## src/rtl/stoch_mult_engine.sv

```systemverilog
// stoch_mult_engine
// Stochastic-computing multiplier. Two PW-bit probabilities are turned into
// bitstreams by comparing them against two independent 31-bit LFSRs. The
// streams are combined with AND (unipolar) or XNOR (bipolar), and the ones in
// the product stream are counted over 2^LOG_LEN cycles. A start/busy/done
// handshake controls each operation, and the result is also given as a signed
// bipolar value.
module stoch_mult_engine #(
  parameter int          PW      = 4,
  parameter int          LOG_LEN = 3,
  parameter logic [30:0] SEED_A  = 31'h0000_0001,
  parameter logic [30:0] SEED_B  = 31'h0000_0002
) (
  input  logic                      clk,
  input  logic                      rst_n,     // active-high despite the name
  input  logic                      start,
  input  logic                      mode,
  input  logic [PW-1:0]             prob_a,
  input  logic [PW-1:0]             prob_b,
  output logic                      busy,
  output logic                      done,
  output logic [LOG_LEN:0]          result,
  output logic signed [LOG_LEN+1:0] result_bp
);

  typedef enum logic {IDLE = 1'b0, RUN = 1'b1} state_t;

  // Stream length L and -L in the bipolar readout width.
  localparam logic [LOG_LEN+1:0] L_BP  = {2'b01, {LOG_LEN{1'b0}}};
  localparam logic [LOG_LEN+1:0] NEG_L = {2'b11, {LOG_LEN{1'b0}}};

  state_t             state_reg;
  logic [30:0]        lfsr_a_reg;
  logic [30:0]        lfsr_b_reg;
  logic [30:0]        lfsr_a_next;
  logic [30:0]        lfsr_b_next;
  logic [LOG_LEN-1:0] cnt_reg;
  logic [LOG_LEN:0]   acc_reg;
  logic [LOG_LEN:0]   acc_next;
  logic [PW-1:0]      pa_reg;
  logic [PW-1:0]      pb_reg;
  logic               mode_reg;
  logic [PW-1:0]      rn_a;
  logic [PW-1:0]      rn_b;
  logic               sn_a;
  logic               sn_b;
  logic               p_bit;
  logic               busy_reg;
  logic               done_reg;
  logic [LOG_LEN:0]   result_reg;
  logic [LOG_LEN+1:0] result_bp_reg;
  logic [LOG_LEN+1:0] bp_next;

  // Random numbers are the top PW bits of each LFSR.
  genvar gi;
  generate
    for (gi = 0; gi < PW; gi++) begin : g_rn
      assign rn_a[gi] = lfsr_a_reg[31-PW+gi];
      assign rn_b[gi] = lfsr_b_reg[31-PW+gi];
    end
  endgenerate

  // Stream bits, product bit, and the next accumulator and readout values.
  // The accumulator is one bit wider than the counter, so it can hold full
  // scale L without wrapping.
  assign sn_a     = (rn_a < pa_reg);
  assign sn_b     = (rn_b < pb_reg);
  assign p_bit    = mode_reg ? ~(sn_a ^ sn_b) : (sn_a & sn_b);
  assign acc_next = acc_reg + {{LOG_LEN{1'b0}}, p_bit};
  assign bp_next  = {acc_next, 1'b0} - L_BP;

  // Fibonacci shift-left LFSRs: x^31+x^28+1 for A and x^31+x^13+1 for B.
  assign lfsr_a_next = {lfsr_a_reg[29:0], lfsr_a_reg[30] ^ lfsr_a_reg[27]};
  assign lfsr_b_next = {lfsr_b_reg[29:0], lfsr_b_reg[30] ^ lfsr_b_reg[12]};

  // The LFSRs advance only while streaming. Only reset restores the seeds,
  // so each operation continues from where the previous one stopped.
  always_ff @(posedge clk or posedge rst_n) begin
    if (rst_n) begin
      lfsr_a_reg <= SEED_A;
      lfsr_b_reg <= SEED_B;
    end else if (state_reg == RUN) begin
      lfsr_a_reg <= lfsr_a_next;
      lfsr_b_reg <= lfsr_b_next;
    end
  end

  // Control FSM. It captures the operands, counts the stream and registers
  // the result. done is a one-cycle pulse on the edge that leaves RUN.
  always_ff @(posedge clk or posedge rst_n) begin
    if (rst_n) begin
      state_reg     <= IDLE;
      cnt_reg       <= '0;
      acc_reg       <= '0;
      pa_reg        <= '0;
      pb_reg        <= '0;
      mode_reg      <= 1'b0;
      busy_reg      <= 1'b0;
      done_reg      <= 1'b0;
      result_reg    <= '0;
      result_bp_reg <= NEG_L;
    end else begin
      done_reg <= 1'b0;
      case (state_reg)
        IDLE: begin
          if (start) begin
            pa_reg    <= prob_a;
            pb_reg    <= prob_b;
            mode_reg  <= mode;
            acc_reg   <= '0;
            cnt_reg   <= '0;
            busy_reg  <= 1'b1;
            state_reg <= RUN;
          end
        end
        RUN: begin
          acc_reg <= acc_next;
          cnt_reg <= cnt_reg + 1'b1;
          if (cnt_reg == '1) begin
            result_reg    <= acc_next;
            result_bp_reg <= bp_next;
            done_reg      <= 1'b1;
            busy_reg      <= 1'b0;
            state_reg     <= IDLE;
          end
        end
        default: state_reg <= IDLE;
      endcase
    end
  end

  assign busy      = busy_reg;
  assign done      = done_reg;
  assign result    = result_reg;
  assign result_bp = result_bp_reg;

endmodule

```

## config.mk

```make
export PLATFORM = sky130hd
export DESIGN_NAME = stoch_mult_engine
export DESIGN_NICKNAME = d
export VERILOG_FILES = /design/src/rtl/stoch_mult_engine.sv
export SDC_FILE = /design/constraint.sdc
export NUM_CORES = 1
export LEC_CHECK = 0
export ABC_AREA = 1
export CORE_MARGIN = 2
export CORE_UTILIZATION = 35
export CTS_BUF_LIST = sky130_fd_sc_hd__clkbuf_8
export DETAILED_ROUTE_END_ITERATION = 8
export GPL_TIMING_DRIVEN = 0
export PLACE_DENSITY = 0.62
export SLEW_MARGIN = 30
export SYNTH_ARGS = -nofsm -noshare
export SYNTH_HDL_FRONTEND = slang
export SYNTH_SLANG_ARGS = --single-unit
```

## constraint.sdc

```tcl
create_clock -name clk -period 4.6 [get_ports clk]
set_clock_uncertainty 0.15 [all_clocks]
set_input_delay 0.92 -clock clk [delete_from_list [all_inputs] [get_ports clk]]
set_output_delay 0.92 -clock clk [all_outputs]
set_load 0.02 [all_outputs]
```

==> out/metrics.csv <==
metric,value,unit
status,completed,
placed cells,550,
Pre-antenna DRT Iters,7,
initial antenna violation count,0,
Synth warnings,0,
"Buf+Inv Stages, Crit Path",1,
Avg Inst Size Synth,8.99,um^2
grt ovf,0,
largest area contributor in the netlist,dfrtp_1,
DP Worst Slack,2.04,ns
Placer Congestion,0.740,
Int Pwr,1440,uW
worst-skew pair later-pin latency,0.35,ns
Remaining DRCs,0,
synthesized flop and latch total,87,
final WL,6190,um
via count,2492,
Worst path top cell family by delay,buffers and inverters,
hold_buf cts,0,
setup bufs post-CTS,0,
Final Hold Viols,0,
I/O Pins,23,
Worst setup SP type,flop,
Antenna Diode Count,0,
Reg area,2180,um^2
area delta synth->final,17.5,%
Final setup viols,0,
Hold WC Path Type,reg2reg,
Synth area leaders,"dfrtp_1, nand2_1, ha_1",
Comb pwr share,30.7,%
Total GRT Usage,12.6,%
Max stage delay on crit path,0.59,ns
Critical path origin,result_bp[4],
Wirelength per Cell,10.9,um
number of fill cells in the layout,998,
row count,36,
CTS tree,done,
synthesized instance count,395,
switching pwr,723,uW
sequential fraction of design power,43.0,%
post-synthesis sequential area ratio,61.5,%
Mapped Nets,418,
Clock Power Share,26.3,%
Critical Path Stages,1,
Die Footprint,11000,um^2
Final Cycle Share,55.4,%
Setup crit end kind,primary output,
Die Span X,105,um
Worst EP arrival,1.48,ns
core area,9820,um^2
first-pass GRT wire length,11200,um
DR vias/cell,4.41,
clk sinks,87,
die extent in y,105,um
reg-to-reg critical path startpoint,lfsr_a_reg[30],
Fmax achieved,392,MHz
total CTS buffers,9,
"Max FO, Critical Path",2,
Post-Layout Cell Count,565,
"antenna viol nets, final",0,
Sw Share,33.4,%
Max-cap violations,0,
largest net degree at the start of global routing,58,
1st-iter DRT viols,154,
total power,2170,uW
CP max stage cell,clkdlybuf4s50_1,
Pins Over Slew Limit,0,
share of cells above drive strength 1,8.56,%
WS Path Type,reg2out,
PortBufs,21,
Yosys top cell area share,58.5,%
crit path time final,2.55,ns
Initial Util,36.2,%
CTS Buffer Depth,2,
"Reg clk slew, reported paths",0.09,ns
r2r endpoint,result[2],
# resized after CTS,0,
worst endpoint required time,3.53,ns
root buffer cell,clkbuf_8,
vias in the first global route,2483,
worst r2r path cells,11,
CP Cell Sequence,clkdlybuf4s50_1,
library cells used by synthesis,20,
VDD IR max,0.192,mV
worst setup path end,result_bp[4],
synthesized area,3550,um^2
setup TNS,0,ns
Leak,0.00227,uW
hold_ws,0.319,ns
Multi-input gate area,1180,um^2
worst reg-to-reg setup slack,2.06,ns
Pwr Density,519,nW/um^2
setup ws final,2.05,ns
H-tree levels,3,
DP HPWL,4210,um
RSZ-0062 raised after global routing,false,
nets,451,
==> stage by stage <==
stage	utilization, %	cell area (um^2)
CTS	42.5	4170
global placement	40.0	3930
floorplan	-	3550
finish	42.5	4170
detailed placement	40.3	3960
global route	42.5	4170
==> routing by layer <==
metal | track usage (%) | part of all wire (%)
met1 | 15.8 | 47
met3 | 2.50 | 3.2
met5 | 0 | 0
met2 | 20.5 | 48
met4 | 6.57 | 1.7
==> how the worst min path moves through the flow <==
stage / start / endpoint / slack, ns / depth (start not counted)
after floorplan: lfsr_a_reg[10] / lfsr_a_reg[10] / 0.29 / 2
after global placement: lfsr_b_reg[26] / lfsr_b_reg[26] / 0.30 / 2
after detailed placement: result_bp[3] / result_bp[3] / 0.31 / 2
after CTS: result_bp[3] / result_bp[3] / 0.32 / 2
after global routing: lfsr_b_reg[14] / lfsr_b_reg[15] / 0.34 / 2
final: lfsr_b_reg[1] / lfsr_b_reg[1] / 0.32 / 2
==> cell families (layout without fill, tap and decap cells) <==
| logic type | Yosys count | count (layout) | share of synthesized area, % |
|---|---|---|---|
| fa+ha+maj | 11 | 11 | 3.88 |
| flops | 87 | 87 | 61.5 |
| simple gates | 225 | 225 | 24.2 |
| compound gates | 30 | 30 | 4.65 |
| buf+inv | 39 | 76 | 5.18 |
| xor+xnor | 2 | 2 | 0.493 |
| other cells | 1 | 1 | 0.106 |
==> cells in the mapped netlist <==
cell and number:
o21a_1 1, conb_1 1, nand2_2 2, xnor2_1 2
inv_1 19, nand2_1 203, nand4_1 2, a21o_1 2
dfstp_2 4, clkbuf_1 4, inv_2 2, nand3_1 5
ha_1 11, a22o_1 2, nor2_1 13, dfrtp_1 83
buf_4 8, o21ai_0 13, buf_2 6, a21oi_1 12
==> cells in the final DEF (no fill, tap or decap) <==
master	synthesis	final
clkinvlp_4	0	1
dfstp_2	4	4
o21ai_0	13	13
buf_2	6	6
buf_16	0	1
nor2_1	13	13
ha_1	11	11
a21o_1	2	2
bufinv_16	0	2
inv_1	19	20
xnor2_1	2	2
clkbuf_1	4	4
a21oi_1	12	12
buf_4	8	8
a22o_1	2	2
nand3_1	5	5
clkbuf_8	0	10
clkdlybuf4s50_1	0	21
nand2_2	2	2
inv_6	0	1
nand4_1	2	2
dfrtp_1	83	83
inv_2	2	2
o21a_1	1	1
nand2_1	203	203
conb_1	1	1
==> layout make-up <==
type / count / share of cell area [%]
buffer: 18 / 2.52
clock buffer: 10 / 3.30
clock inverter: 5 / 1.80
inverter: 21 / 2.01
multi-input combinational: 269 / 28.4
sequential: 87 / 52.3
tap: 133 / 3.99
timing repair buffer: 22 / 5.70
==> power by group through the flow <==
| stage | combinational [uW] | sequential, uW | clock (uW) |
|---|---|---|---|
| 6_report | 666 | 931 | 570 |
| 5_1_grt | 761 | 946 | 611 |
| 4_1_cts | 681 | 933 | 586 |
| 3_5_place_dp | 680 | 947 | 0 |
| 3_3_place_gp | 662 | 944 | 0 |
| 2_1_floorplan | 427 | 979 | 0 |
(Power assumes the default switching activity.)
